### src/rtl/commit_trace_unit_pkg.sv
// Shared constants and types for the commit-trace front end.
// The FSM encodings are plain localparams so older tools read them directly.
package commit_trace_unit_pkg;

    localparam int          COMMIT_WIDTH_DEF = 2;
    localparam int          DATA_W_DEF       = 32;
    localparam int          REG_ADDR_W_DEF   = 5;
    localparam logic [31:0] HALT_INSTR_DEF   = 32'h8000_0000;
    localparam logic [15:0] TIMEOUT_CYC_DEF  = 16'd5000;
    localparam int          SLOT_IDX_W       = 8;
    localparam int          PERF_CNT_W       = 64;

    localparam logic [1:0]  ST_RUN        = 2'd0;
    localparam logic [1:0]  ST_TRAP_PULSE = 2'd1;
    localparam logic [1:0]  ST_HALTED     = 2'd2;

    typedef logic [PERF_CNT_W-1:0] perf_cnt_t;

endpackage

### src/rtl/commit_trace_unit_if.sv
// Bundle between cpu_top commit channels and the difftest commit/trap sinks.
interface commit_trace_unit_if
    import commit_trace_unit_pkg::*;
#(
    parameter int CW         = COMMIT_WIDTH_DEF,
    parameter int DATA_W     = DATA_W_DEF,
    parameter int REG_ADDR_W = REG_ADDR_W_DEF
);

    logic                         perf_clean_i;
    logic [CW-1:0]                cmt_valid_i;
    logic [CW*DATA_W-1:0]         cmt_pc_i;
    logic [CW*DATA_W-1:0]         cmt_instr_i;
    logic [CW-1:0]                cmt_wen_i;
    logic [CW*REG_ADDR_W-1:0]     cmt_waddr_i;
    logic [CW*DATA_W-1:0]         cmt_wdata_i;
    logic [DATA_W-1:0]            a0_i;

    logic [CW-1:0]                dt_valid_o;
    logic [CW*SLOT_IDX_W-1:0]     dt_index_o;
    logic [CW*DATA_W-1:0]         dt_pc_o;
    logic [CW*DATA_W-1:0]         dt_instr_o;
    logic [CW-1:0]                dt_wen_o;
    logic [CW*REG_ADDR_W-1:0]     dt_wdest_o;
    logic [CW*DATA_W-1:0]         dt_wdata_o;
    perf_cnt_t                    cycle_cnt_o;
    perf_cnt_t                    instr_cnt_o;
    logic                         trap_valid_o;
    logic [7:0]                   trap_code_o;
    logic [DATA_W-1:0]            trap_pc_o;
    logic                         halted_o;
    logic                         timeout_o;

    modport master (
        output perf_clean_i, cmt_valid_i, cmt_pc_i, cmt_instr_i, cmt_wen_i,
               cmt_waddr_i, cmt_wdata_i, a0_i,
        input  dt_valid_o, dt_index_o, dt_pc_o, dt_instr_o, dt_wen_o, dt_wdest_o,
               dt_wdata_o, cycle_cnt_o, instr_cnt_o, trap_valid_o, trap_code_o,
               trap_pc_o, halted_o, timeout_o
    );

    modport slave (
        input  perf_clean_i, cmt_valid_i, cmt_pc_i, cmt_instr_i, cmt_wen_i,
               cmt_waddr_i, cmt_wdata_i, a0_i,
        output dt_valid_o, dt_index_o, dt_pc_o, dt_instr_o, dt_wen_o, dt_wdest_o,
               dt_wdata_o, cycle_cnt_o, instr_cnt_o, trap_valid_o, trap_code_o,
               trap_pc_o, halted_o, timeout_o
    );

endinterface

### src/rtl/commit_trace_unit_compactor.sv
// Combinational slot selection: accepts valid channels up to and including the
// first halt instruction, then packs them into the lowest slots in channel order.
module commit_trace_unit_compactor
    import commit_trace_unit_pkg::*;
#(
    parameter int                CW         = COMMIT_WIDTH_DEF,
    parameter int                DATA_W     = DATA_W_DEF,
    parameter int                REG_ADDR_W = REG_ADDR_W_DEF,
    parameter logic [DATA_W-1:0] HALT_INSTR = DATA_W'(HALT_INSTR_DEF)
) (
    input  logic [CW-1:0]            valid,
    input  logic [CW*DATA_W-1:0]     pc,
    input  logic [CW*DATA_W-1:0]     instr,
    input  logic [CW-1:0]            wen,
    input  logic [CW*REG_ADDR_W-1:0] waddr,
    input  logic [CW*DATA_W-1:0]     wdata,
    output logic [CW-1:0]            slot_valid,
    output logic [CW*DATA_W-1:0]     slot_pc,
    output logic [CW*DATA_W-1:0]     slot_instr,
    output logic [CW-1:0]            slot_wen,
    output logic [CW*REG_ADDR_W-1:0] slot_wdest,
    output logic [CW*DATA_W-1:0]     slot_wdata,
    output logic [7:0]               accept_cnt,
    output logic                     halt_hit,
    output logic [DATA_W-1:0]        halt_pc
);

    logic [CW-1:0] accept;

    // Once a halt is seen, every younger channel in the same cycle is dropped.
    always_comb begin
        accept     = '0;
        accept_cnt = 8'd0;
        halt_hit   = 1'b0;
        halt_pc    = '0;
        for (int i = 0; i < CW; i++) begin
            if (valid[i] && !halt_hit) begin
                accept[i]  = 1'b1;
                accept_cnt = accept_cnt + 8'd1;
                if (instr[i*DATA_W +: DATA_W] == HALT_INSTR) begin
                    halt_hit = 1'b1;
                    halt_pc  = pc[i*DATA_W +: DATA_W];
                end
            end
        end
    end

    for (genvar gi = 0; gi < CW; gi++) begin : g_slot
        logic                  sel_valid;
        logic                  sel_wen;
        logic [DATA_W-1:0]     sel_pc;
        logic [DATA_W-1:0]     sel_instr;
        logic [DATA_W-1:0]     sel_wdata;
        logic [REG_ADDR_W-1:0] sel_wdest;

        // Slot gi takes the accepted channel whose count of older accepted channels is gi.
        always_comb begin
            logic [7:0] rank;
            rank      = 8'd0;
            sel_valid = 1'b0;
            sel_wen   = 1'b0;
            sel_pc    = '0;
            sel_instr = '0;
            sel_wdata = '0;
            sel_wdest = '0;
            for (int i = 0; i < CW; i++) begin
                if (accept[i]) begin
                    if (rank == 8'(gi)) begin
                        sel_valid = 1'b1;
                        sel_wen   = wen[i];
                        sel_pc    = pc[i*DATA_W +: DATA_W];
                        sel_instr = instr[i*DATA_W +: DATA_W];
                        sel_wdata = wdata[i*DATA_W +: DATA_W];
                        sel_wdest = waddr[i*REG_ADDR_W +: REG_ADDR_W];
                    end
                    rank = rank + 8'd1;
                end
            end
        end

        assign slot_valid[gi]                          = sel_valid;
        assign slot_wen[gi]                            = sel_wen;
        assign slot_pc[gi*DATA_W +: DATA_W]            = sel_pc;
        assign slot_instr[gi*DATA_W +: DATA_W]         = sel_instr;
        assign slot_wdata[gi*DATA_W +: DATA_W]         = sel_wdata;
        assign slot_wdest[gi*REG_ADDR_W +: REG_ADDR_W] = sel_wdest;
    end

endmodule

### src/rtl/commit_trace_unit.sv
// Commit-trace front end: registered compacted commit slots, perf counters,
// halt/trap sequencing and a commit-starvation watchdog.
module commit_trace_unit
    import commit_trace_unit_pkg::*;
#(
    parameter int                COMMIT_WIDTH = COMMIT_WIDTH_DEF,
    parameter int                DATA_W       = DATA_W_DEF,
    parameter int                REG_ADDR_W   = REG_ADDR_W_DEF,
    parameter logic [DATA_W-1:0] HALT_INSTR   = DATA_W'(HALT_INSTR_DEF),
    parameter logic [15:0]       TIMEOUT_CYC  = TIMEOUT_CYC_DEF
) (
    input logic               clock,
    input logic               reset_n,
    commit_trace_unit_if.slave trace
);

    localparam int CW = COMMIT_WIDTH;

    logic [1:0]                state_reg, state_next;
    logic [CW-1:0]             dt_valid_reg;
    logic [CW*SLOT_IDX_W-1:0]  dt_index_reg;
    logic [CW*DATA_W-1:0]      dt_pc_reg, dt_instr_reg, dt_wdata_reg;
    logic [CW-1:0]             dt_wen_reg;
    logic [CW*REG_ADDR_W-1:0]  dt_wdest_reg;
    perf_cnt_t                 cycle_cnt_reg, instr_cnt_reg;
    logic [15:0]               idle_cnt_reg, idle_cnt_next;
    logic                      timeout_reg, timeout_next;
    logic [7:0]                trap_code_reg;
    logic [DATA_W-1:0]         trap_pc_reg;

    logic                      running;
    logic                      wd_active;
    logic [CW-1:0]             valid_gated;
    logic [CW-1:0]             slot_valid, slot_wen;
    logic [CW*DATA_W-1:0]      slot_pc, slot_instr, slot_wdata;
    logic [CW*REG_ADDR_W-1:0]  slot_wdest;
    logic [CW*SLOT_IDX_W-1:0]  slot_index;
    logic [7:0]                accept_cnt;
    logic                      halt_hit;
    logic [DATA_W-1:0]         halt_pc;

    assign running     = (state_reg == ST_RUN);
    assign valid_gated = running ? trace.cmt_valid_i : '0;

    commit_trace_unit_compactor #(
        .CW(CW), .DATA_W(DATA_W), .REG_ADDR_W(REG_ADDR_W), .HALT_INSTR(HALT_INSTR)
    ) u_compactor (
        .valid      (valid_gated),
        .pc         (trace.cmt_pc_i),
        .instr      (trace.cmt_instr_i),
        .wen        (trace.cmt_wen_i),
        .waddr      (trace.cmt_waddr_i),
        .wdata      (trace.cmt_wdata_i),
        .slot_valid (slot_valid),
        .slot_pc    (slot_pc),
        .slot_instr (slot_instr),
        .slot_wen   (slot_wen),
        .slot_wdest (slot_wdest),
        .slot_wdata (slot_wdata),
        .accept_cnt (accept_cnt),
        .halt_hit   (halt_hit),
        .halt_pc    (halt_pc)
    );

    for (genvar gi = 0; gi < CW; gi++) begin : g_index
        assign slot_index[gi*SLOT_IDX_W +: SLOT_IDX_W] =
            slot_valid[gi] ? SLOT_IDX_W'(gi) : '0;
    end

    always_comb begin
        state_next = state_reg;
        case (state_reg)
            ST_RUN:        if (halt_hit) state_next = ST_TRAP_PULSE;
            ST_TRAP_PULSE: state_next = ST_HALTED;
            ST_HALTED:     state_next = ST_HALTED;
            default:       state_next = ST_RUN;
        endcase
    end

    // Idle counter saturates so a very long stall cannot wrap back under the threshold.
    always_comb begin
        wd_active     = running && (TIMEOUT_CYC != 16'd0);
        idle_cnt_next = idle_cnt_reg;
        if (wd_active) begin
            if ((accept_cnt != 8'd0) || trace.perf_clean_i)
                idle_cnt_next = 16'd0;
            else if (idle_cnt_reg != 16'hFFFF)
                idle_cnt_next = idle_cnt_reg + 16'd1;
        end
        timeout_next = timeout_reg | (wd_active && (idle_cnt_next >= TIMEOUT_CYC));
    end

    always_ff @(posedge clock or negedge reset_n) begin
        if (!reset_n) begin
            state_reg     <= ST_RUN;
            dt_valid_reg  <= '0;
            dt_index_reg  <= '0;
            dt_pc_reg     <= '0;
            dt_instr_reg  <= '0;
            dt_wen_reg    <= '0;
            dt_wdest_reg  <= '0;
            dt_wdata_reg  <= '0;
            cycle_cnt_reg <= '0;
            instr_cnt_reg <= '0;
            idle_cnt_reg  <= '0;
            timeout_reg   <= 1'b0;
            trap_code_reg <= '0;
            trap_pc_reg   <= '0;
        end else begin
            state_reg    <= state_next;
            dt_valid_reg <= slot_valid;
            dt_index_reg <= slot_index;
            dt_pc_reg    <= slot_pc;
            dt_instr_reg <= slot_instr;
            dt_wen_reg   <= slot_wen;
            dt_wdest_reg <= slot_wdest;
            dt_wdata_reg <= slot_wdata;
            idle_cnt_reg <= idle_cnt_next;
            timeout_reg  <= timeout_next;
            if (halt_hit) begin
                trap_code_reg <= trace.a0_i[7:0];
                trap_pc_reg   <= halt_pc;
            end
            if (trace.perf_clean_i) begin
                cycle_cnt_reg <= '0;
                instr_cnt_reg <= '0;
            end else begin
                cycle_cnt_reg <= cycle_cnt_reg + perf_cnt_t'(1);
                instr_cnt_reg <= instr_cnt_reg + perf_cnt_t'(accept_cnt);
            end
        end
    end

    assign trace.dt_valid_o   = dt_valid_reg;
    assign trace.dt_index_o   = dt_index_reg;
    assign trace.dt_pc_o      = dt_pc_reg;
    assign trace.dt_instr_o   = dt_instr_reg;
    assign trace.dt_wen_o     = dt_wen_reg;
    assign trace.dt_wdest_o   = dt_wdest_reg;
    assign trace.dt_wdata_o   = dt_wdata_reg;
    assign trace.cycle_cnt_o  = cycle_cnt_reg;
    assign trace.instr_cnt_o  = instr_cnt_reg;
    assign trace.trap_valid_o = (state_reg == ST_TRAP_PULSE);
    assign trace.trap_code_o  = trap_code_reg;
    assign trace.trap_pc_o    = trap_pc_reg;
    assign trace.halted_o     = !running;
    assign trace.timeout_o    = timeout_reg;

endmodule

### src/flat_wrapper.sv
// flat-port wrapper written by rule: the top's interface ports become plain ports
module commit_trace_unit_flat import commit_trace_unit_pkg::*;
#(
    parameter int                COMMIT_WIDTH = COMMIT_WIDTH_DEF,
    parameter int                DATA_W       = DATA_W_DEF,
    parameter int                REG_ADDR_W   = REG_ADDR_W_DEF,
    parameter logic [DATA_W-1:0] HALT_INSTR   = DATA_W'(HALT_INSTR_DEF),
    parameter logic [15:0]       TIMEOUT_CYC  = TIMEOUT_CYC_DEF
)
  (clock, reset_n, trace_perf_clean_i, trace_cmt_valid_i, trace_cmt_pc_i, trace_cmt_instr_i, trace_cmt_wen_i, trace_cmt_waddr_i, trace_cmt_wdata_i, trace_a0_i, trace_dt_valid_o, trace_dt_index_o, trace_dt_pc_o, trace_dt_instr_o, trace_dt_wen_o, trace_dt_wdest_o, trace_dt_wdata_o, trace_cycle_cnt_o, trace_instr_cnt_o, trace_trap_valid_o, trace_trap_code_o, trace_trap_pc_o, trace_halted_o, trace_timeout_o);
  commit_trace_unit_if #(.CW((2)), .DATA_W(DATA_W), .REG_ADDR_W(REG_ADDR_W)) trace_i ();
  input logic clock;
  input logic reset_n;
  input wire logic [$bits(trace_i.perf_clean_i)-1:0] trace_perf_clean_i;
  input wire logic [$bits(trace_i.cmt_valid_i)-1:0] trace_cmt_valid_i;
  input wire logic [$bits(trace_i.cmt_pc_i)-1:0] trace_cmt_pc_i;
  input wire logic [$bits(trace_i.cmt_instr_i)-1:0] trace_cmt_instr_i;
  input wire logic [$bits(trace_i.cmt_wen_i)-1:0] trace_cmt_wen_i;
  input wire logic [$bits(trace_i.cmt_waddr_i)-1:0] trace_cmt_waddr_i;
  input wire logic [$bits(trace_i.cmt_wdata_i)-1:0] trace_cmt_wdata_i;
  input wire logic [$bits(trace_i.a0_i)-1:0] trace_a0_i;
  output wire logic [$bits(trace_i.dt_valid_o)-1:0] trace_dt_valid_o;
  output wire logic [$bits(trace_i.dt_index_o)-1:0] trace_dt_index_o;
  output wire logic [$bits(trace_i.dt_pc_o)-1:0] trace_dt_pc_o;
  output wire logic [$bits(trace_i.dt_instr_o)-1:0] trace_dt_instr_o;
  output wire logic [$bits(trace_i.dt_wen_o)-1:0] trace_dt_wen_o;
  output wire logic [$bits(trace_i.dt_wdest_o)-1:0] trace_dt_wdest_o;
  output wire logic [$bits(trace_i.dt_wdata_o)-1:0] trace_dt_wdata_o;
  output wire logic [$bits(trace_i.cycle_cnt_o)-1:0] trace_cycle_cnt_o;
  output wire logic [$bits(trace_i.instr_cnt_o)-1:0] trace_instr_cnt_o;
  output wire logic [$bits(trace_i.trap_valid_o)-1:0] trace_trap_valid_o;
  output wire logic [$bits(trace_i.trap_code_o)-1:0] trace_trap_code_o;
  output wire logic [$bits(trace_i.trap_pc_o)-1:0] trace_trap_pc_o;
  output wire logic [$bits(trace_i.halted_o)-1:0] trace_halted_o;
  output wire logic [$bits(trace_i.timeout_o)-1:0] trace_timeout_o;
  assign trace_i.perf_clean_i = trace_perf_clean_i;
  assign trace_i.cmt_valid_i = trace_cmt_valid_i;
  assign trace_i.cmt_pc_i = trace_cmt_pc_i;
  assign trace_i.cmt_instr_i = trace_cmt_instr_i;
  assign trace_i.cmt_wen_i = trace_cmt_wen_i;
  assign trace_i.cmt_waddr_i = trace_cmt_waddr_i;
  assign trace_i.cmt_wdata_i = trace_cmt_wdata_i;
  assign trace_i.a0_i = trace_a0_i;
  assign trace_dt_valid_o = trace_i.dt_valid_o;
  assign trace_dt_index_o = trace_i.dt_index_o;
  assign trace_dt_pc_o = trace_i.dt_pc_o;
  assign trace_dt_instr_o = trace_i.dt_instr_o;
  assign trace_dt_wen_o = trace_i.dt_wen_o;
  assign trace_dt_wdest_o = trace_i.dt_wdest_o;
  assign trace_dt_wdata_o = trace_i.dt_wdata_o;
  assign trace_cycle_cnt_o = trace_i.cycle_cnt_o;
  assign trace_instr_cnt_o = trace_i.instr_cnt_o;
  assign trace_trap_valid_o = trace_i.trap_valid_o;
  assign trace_trap_code_o = trace_i.trap_code_o;
  assign trace_trap_pc_o = trace_i.trap_pc_o;
  assign trace_halted_o = trace_i.halted_o;
  assign trace_timeout_o = trace_i.timeout_o;
  commit_trace_unit #(.COMMIT_WIDTH(COMMIT_WIDTH), .DATA_W(DATA_W), .REG_ADDR_W(REG_ADDR_W), .HALT_INSTR(HALT_INSTR), .TIMEOUT_CYC(TIMEOUT_CYC)) u_core (.clock(clock), .reset_n(reset_n), .trace(trace_i));
endmodule
### config.mk
export PLATFORM = sky130hd
export DESIGN_NAME = commit_trace_unit_flat
export DESIGN_NICKNAME = d
export VERILOG_FILES = /design/src/rtl/commit_trace_unit_pkg.sv /design/src/rtl/commit_trace_unit_if.sv /design/src/rtl/commit_trace_unit_compactor.sv /design/src/rtl/commit_trace_unit.sv /design/src/flat_wrapper.sv
export SDC_FILE = /design/constraint.sdc
export NUM_CORES = 1
export LEC_CHECK = 0
export BUFFER_PORTS_ARGS = -buffer_cell sky130_fd_sc_hd__buf_2
export CAP_MARGIN = 30
export CELL_PAD_IN_SITES_DETAIL_PLACEMENT = 1
export CELL_PAD_IN_SITES_GLOBAL_PLACEMENT = 2
export CORE_AREA = 3 3 242 244
export CTS_CLUSTER_DIAMETER = 150
export DETAILED_ROUTE_END_ITERATION = 6
export DIE_AREA = 0 0 245 247
export PLACE_DENSITY = 0.85
export SLEW_MARGIN = 5
export SYNTH_ARGS = -nofsm -noshare
export SYNTH_HDL_FRONTEND = slang
export SYNTH_HIERARCHICAL = 1
export SYNTH_SLANG_ARGS = --single-unit
### constraint.sdc
create_clock -name clock -period 9.5 [get_ports clock]
set_input_delay 0.475 -clock clock [delete_from_list [all_inputs] [get_ports clock]]
set_output_delay 0.475 -clock clock [all_outputs]
set_load 0.01 [all_outputs]
## Yosys cells after proc, flatten, opt, wreduce, memory -nomap -nowiden

Index checks and enable logic that the tools add are counted.

- Output and inout port bits: 393
- Register bits: 401
- Input port bits: 241
- Logic and storage cells: 88

- Reduce and logical (&&, ||, !) cells: 9
- Order comparisons: 1
- Muxes and demuxes: 52
- Add/subtract/negate cells: 4
- Equality and inequality tests: 7
- Bitwise operators: 1

Operators with widths:

| operator | count |
|---|---|
| $mux W32 | 19 |
| $mux W64 | 2 |
| $add A64 B1 Y64 const B | 1 |
| $add A64 B8 Y64 | 1 |
| $eq A32 B32 Y1 const B | 2 |
| $mux W16 | 3 |
| $mux W5 | 5 |
| $mux W1 | 19 |
| $add A16 B1 Y16 const B | 1 |
| $ge A16 B13 Y1 const B | 1 |
| $ne A16 B16 Y1 const B | 1 |
| $add A8 B1 Y8 const B | 1 |
| $eq A8 B1 Y1 const B | 1 |
| $logic_not A8 Y1 | 1 |
| $mux W8 | 1 |
| $reduce_bool A8 Y1 | 1 |
| $mux W2 | 2 |
| $pmux W2 S2 | 1 |
| $eq A2 B1 Y1 const B | 1 |
| $eq A2 B2 Y1 const B | 1 |
| $logic_and A1 B1 Y1 | 2 |
| $logic_not A1 Y1 | 2 |
| $logic_not A2 Y1 | 1 |
| $ne A2 B2 Y1 const B | 1 |
| 3 further kinds | 3 |

## Depth between registers and ports, before layout

- Word-level depth: 13
- Depth in mapped cells: 19
- Mapped depth without buffers: 14

## Hierarchy

The synthesis kept the hierarchy.

Modules (own cells, without submodules):

| module | seq. area each (um^2) | instances | area each (um^2) | cells each |
|---|---|---|---|---|
| commit_trace_unit | 9,834.4 | 1 | 14,760.4 | 1,186 |
| commit_trace_unit_compactor | 0.0 | 1 | 2,834.0 | 423 |

## Worst setup path before layout

No wires, ideal clock.

- Kind: flip-flop to flip-flop
- Start: register u_core.state_reg[0]
- End: register u_core.instr_cnt_reg[62], in the netlist u_core/trace.instr_cnt_o[62]
- Required time: 9,375 ps
- Stages on the path, launching flop included: 19
- Library setup time: 125 ps
- Clock period less this slack: 4,212 ps
- Arrival: 4,087 ps
- Buffers on the path: 4
- Path slack: 5,288 ps
- Path through: dfrtp_1 inv_1 ha_1 clkbuf_1 and2_1 clkbuf_1 and4_1 buf_6 buf_4 nand2b_1 ha_1 ha_1 fa_1 a21o_1 a21oi_1 o211a_1 or4_1 nor4b_1 mux2_2

- Longest elaborated chain between the ends: 8
- Elaborated cells between the ends (all ways): 10
- Those cells by class: add/sub: 2; mux: 5; reduce/logical: 3

Ends and longest elaborated chain:

| item | line | source |
|---|---|---|
| from (decl) | commit_trace_unit.sv:19 | `logic [1:0] state_reg, state_next;` |
| from (signal assigned) | commit_trace_unit.sv:110 | `state_reg <= state_next;` |
| $logic_not A2 Y1 * | commit_trace_unit.sv:42 | `assign running = (state_reg == ST_RUN);` |
| $mux W2 * | commit_trace_unit.sv:43 | `assign valid_gated = running ? trace.cmt_valid_i : '0;` |
| net u_core.valid_gated[0] | commit_trace_unit.sv:33 | `logic [CW-1:0] valid_gated;` |
| branches (longest 3 deep; another with $add A8 B1 Y8) | -- |  |
| $mux W8 * | commit_trace_unit_compactor.sv:37 | `if (valid[i] && !halt_hit) begin` |
| net u_core.accept_cnt[0] | commit_trace_unit.sv:38 | `logic [7:0] accept_cnt;` |
| $add A64 B8 Y64 * | commit_trace_unit.sv:129 | `instr_cnt_reg <= instr_cnt_reg + perf_cnt_t'(accept_cnt);` |
| $mux W64 * | commit_trace_unit.sv:124 | `if (trace.perf_clean_i) begin` |
| to (signal assigned) | commit_trace_unit.sv:129 |  |
| to (decl) | commit_trace_unit.sv:25 | `perf_cnt_t cycle_cnt_reg, instr_cnt_reg;` |

Mark *: on every way through the listed nets, which the timed path passes.
A chain may end at the register's enable or synchronous reset.

## Final worst setup path

- Start: register u_core.state_reg[0]
- End: register u_core.instr_cnt_reg[52], in the netlist u_core/trace.instr_cnt_o[52]

Same word-level chain as after synthesis.

==> impl_metrics.py <==
metrics = {
    "global_routing": {
        "grt_max_degree": 167,
        "grt_pass1_vias": 16030,
        "antenna_found_initial": 28,
        "overflow": 0,
        "track_usage_pct": 23.08,
        "grt_pass1_wl_um": 105500,
    },
    "setup_path": {
        "crit_top_cell": "ha_1",
        "max_stage_delay_ns": 0.74,
        "worst_setup_path_end_kind": "flop",
        "critPathLaunch": "u_core/state_reg[0]$_DFFE_PN0P_",
        "start_kind": "flop",
        "crit_fanout": 44,
        "path_cells": "inv_1 -> ha_1 -> and2_4 -> and4_2 -> buf_4 -> nand2b_1 -> ha_1 -> ha_1 -> fa_1 -> a21o_1 -> a21oi_1 -> o211ai_1 -> nand4_1 -> or4_1 -> a21oi_1",
        "ff2ff_path_depth": 15,
        "r2r_start": "u_core/state_reg[0]$_DFFE_PN0P_",
        "cp.required_ns": 9.99,
        "critPathKind": "reg2reg",
        "critical-path-slowest-cell": "nand4_1",
        "arrival_ns": 6.45,
    },
    "clocking": {
        "tritoncts_num_sinks": 393,
        "clkSlewWorstSetupHoldPaths_ns": 0.06,
        "cts_setup_buffers": 0,
        "tritoncts": "done",
        "numCtsBuffers": 47,
        "cts_root_buf": "clkbuf_16",
        "h-tree-depth": 2,
        "clock_path_buffers": 3,
        "worstSkewPairLatency_ns": 0.58,
    },
    "timing": {
        "finalWorstSetupSlack_ns": 3.540,
        "hold_viol": 0,
        "hold_ws_ns": 0.1225,
        "drv_slew": 0,
        "slew_headroom_pct": 38.25,
        "finalSetupTns_ns": 0,
        "rsz0062_at_grt": "false",
        "fmax_mhz": 167.8,
        "fin_skew_ns": 0.01692,
        "finalSetupViolCount": 0,
        "fin_crit_sh_pct": 62.74,
        "tightest_slew_ns": 0.9177,
        "fin_crit_ns": 5.960,
    },
    "pwr": {
        "vdd_drop_max_mv": 0.1395,
        "p_per_area_nw_per_um2": 179.9,
        "p_leak_nw": 11.33,
        "finalPower_mw": 4.116,
    },
    "drt": {
        "vias": 15110,
        "vias_per_cell": 5.073,
        "dr_wl_met2_um": 34730,
        "first_iter_violations": 827,
        "dr.max_layer_used": "met5",
        "ant_nets": 0,
        "met3_length_um": 6644,
        "wl_per_cell_um": 23.89,
        "drc_errors": 0,
        "m1WireLength_um": 27890,
        "first_pass_iters": 5,
        "wirelength_um": 71160,
    },
    "cells_and_area": {
        "stdcell_area_um2": 22880,
        "multiInputGateArea_um2": 7139,
        "layoutNonFillerInstCount": 2979,
        "areaGrowthSynthToFinish_pct": 30.06,
        "drive_gt1_share_pct": 36.38,
        "regArea_um2": 9834,
        "fin_util_pct": 40.50,
        "layout.nets": 2434,
        "final.fill_count": 6418,
    },
    "die": {
        "fp.coreArea_um2": 56500,
        "num_rows": 87,
        "start_util_pct": 31.14,
        "die_w_um": 245,
        "ios": 634,
        "die_h_um": 247,
        "die-area_um2": 60520,
    },
    "synthesis": {
        "syn_inst": 1609,
        "synthTopCellsByArea": "dfrtp_1 (56%), nand2_1 (4.0%), and2_1 (4.0%), mux2_2 (3.6%), a22o_1 (3.4%)",
        "netlist_area_um2": 17590,
        "syn_avg_cell_area_um2": 10.93,
        "ys_seq_area_share_pct": 55.90,
        "synth_cell_types": 61,
        "synth_top_cell_by_area": "dfrtp_1",
        "yosysWarnings": 6,
        "synth-main-ff-cell": "dfrtp_1",
        "synth_edf_count": 0,
        "ys_seq_elements": 393,
        "synthArstFlopShare_pct": 100.0,
        "synth_top_area_share_pct": 55.90,
    },
    "placement": {
        "placed_area_um2": 21170,
        "place_congestion": 0.9863,
        "post-place-ws_ns": 3.581,
        "post-place-cells": 2882,
        "dpl.hpwl_um": 53240,
        "io_buffers": 594,
    },
    "min_path": {
        "hp-start": "trace_cmt_pc_i[0]",
        "min_path_type": "in2reg",
        "hold_depth": 3,
    },
    "status": {
        "status": "finished clean",
    },
    "run": {
        "max-cap-violations": 0,
    },
}
==> path summary, 6_finish.rpt <==
| kind | end | slack, ns |
|---|---|---|
| setup / recovery | u_core/trace.instr_cnt_o[52]$_DFF_PN0_ | 3.54 |
| hold / removal | u_core/trace.dt_pc_o[0]$_DFF_PN0_ | 0.12 |
| setup reg to reg | u_core/trace.instr_cnt_o[52]$_DFF_PN0_ | 3.54 |
| hold reg to reg | u_core/trace.trap_code_o[6]$_DFFE_PN0P_ | 0.50 |
| max in group asynchronous | u_core/trace.dt_pc_o[60]$_DFF_PN0_ | 6.77 |
| min in group asynchronous | u_core/trace.cycle_cnt_o[41]$_DFF_PN0_ | 0.51 |
==> final cells by class <==
class,count,area share [%]
Antenna cell,10,0.1094
Clock buffer,66,6.069
Clock inverter,18,1.044
Inverter,28,0.4593
Multi-Input combinational cell,1092,31.20
Sequential cell,393,42.98
Tap cell,756,4.134
Timing Repair Buffer,616,14.01
==> critical path: cells and delay by family, from the launching register on <==
family / cells / cell delay, ns
AO/OA/AOI/OAI: 4 / 0.81
adder cells (fa/ha/maj): 4 / 1.25
buffers and inverters: 2 / 0.62
flip-flops: 1 / 0.39
AND/OR/NAND/NOR: 5 / 2.72
==> cell usage in the layout (no fill, tap or decap), types with 5 or more instances in the layout <==
cell,count
or4_1,18
and3_1,9
nand4_1,48
o31ai_1,10
nand2b_1,7
o211ai_1,5
o21ai_0,31
clkbuf_16,48
ha_1,14
inv_1,26
nand2_1,188
a21oi_1,39
a21o_1,6
clkbuf_8,12
dfrtp_1,393
and4_1,18
nor2_1,124
conb_1,21
nand3_1,46
or3_1,23
diode_2,10
nor3_1,26
nor2b_1,22
clkbuf_1,6
o32ai_2,29
buf_4,19
bufinv_16,5
xor2_1,36
nor4_1,36
mux2_2,56
buf_2,592
and2_1,111
a22o_1,69
a31o_2,5
clkinv_2,8
xnor2_1,40
==> where the power goes <==
group	internal (mW)	leakage [nW]	switching, mW
clock network	1.15	0.803	0.741
registers	1.74	5.26	0.0284
logic	0.159	5.27	0.298
total	3.05	11.3	1.07
==> what timing repair did <==
item                      in CTS  in global routing
hold endpoints to repair      94                  0
resized for setup              0                  0
hold buffers                   1                  0
==> cells by family after synthesis <==
family	share of synthesized area, %
other	0.04268
muxes	3.641
and+or+nand+nor	20.93
adders and majority gates	1.109
AOI/OAI and AO/OA	10.30
xor gates and xnor gates	3.783
buffers and inverters	4.295
DFF	55.90
==> cell usage after synthesis (6+ instances only) <==
master	instances
a21o_1	6
nand2b_1	7
inv_1	26
or3_1	23
nand3_1	47
clkbuf_1	62
and4_1	19
buf_4	28
buf_1	9
o32ai_2	29
ha_1	14
and3_1	9
nor3_1	26
o21ai_0	31
mux2_2	56
a21oi_1	39
dfrtp_1	393
clkbuf_8	7
xor2_1	36
nor4_1	39
and2_1	112
nand4_1	48
o31ai_1	10
a22o_1	69
nand2_1	188
nor2b_1	23
or4_1	18
xnor2_1	40
nor2_1	124
==> metal layers <==
layer  GRT usage [%]  vias up
met2           39.31      491
met4           5.835       24
met1           27.42     7734
met5               0        -
met3           8.913      111
li1                -     6751
Power figures use the tool's default switching activity.
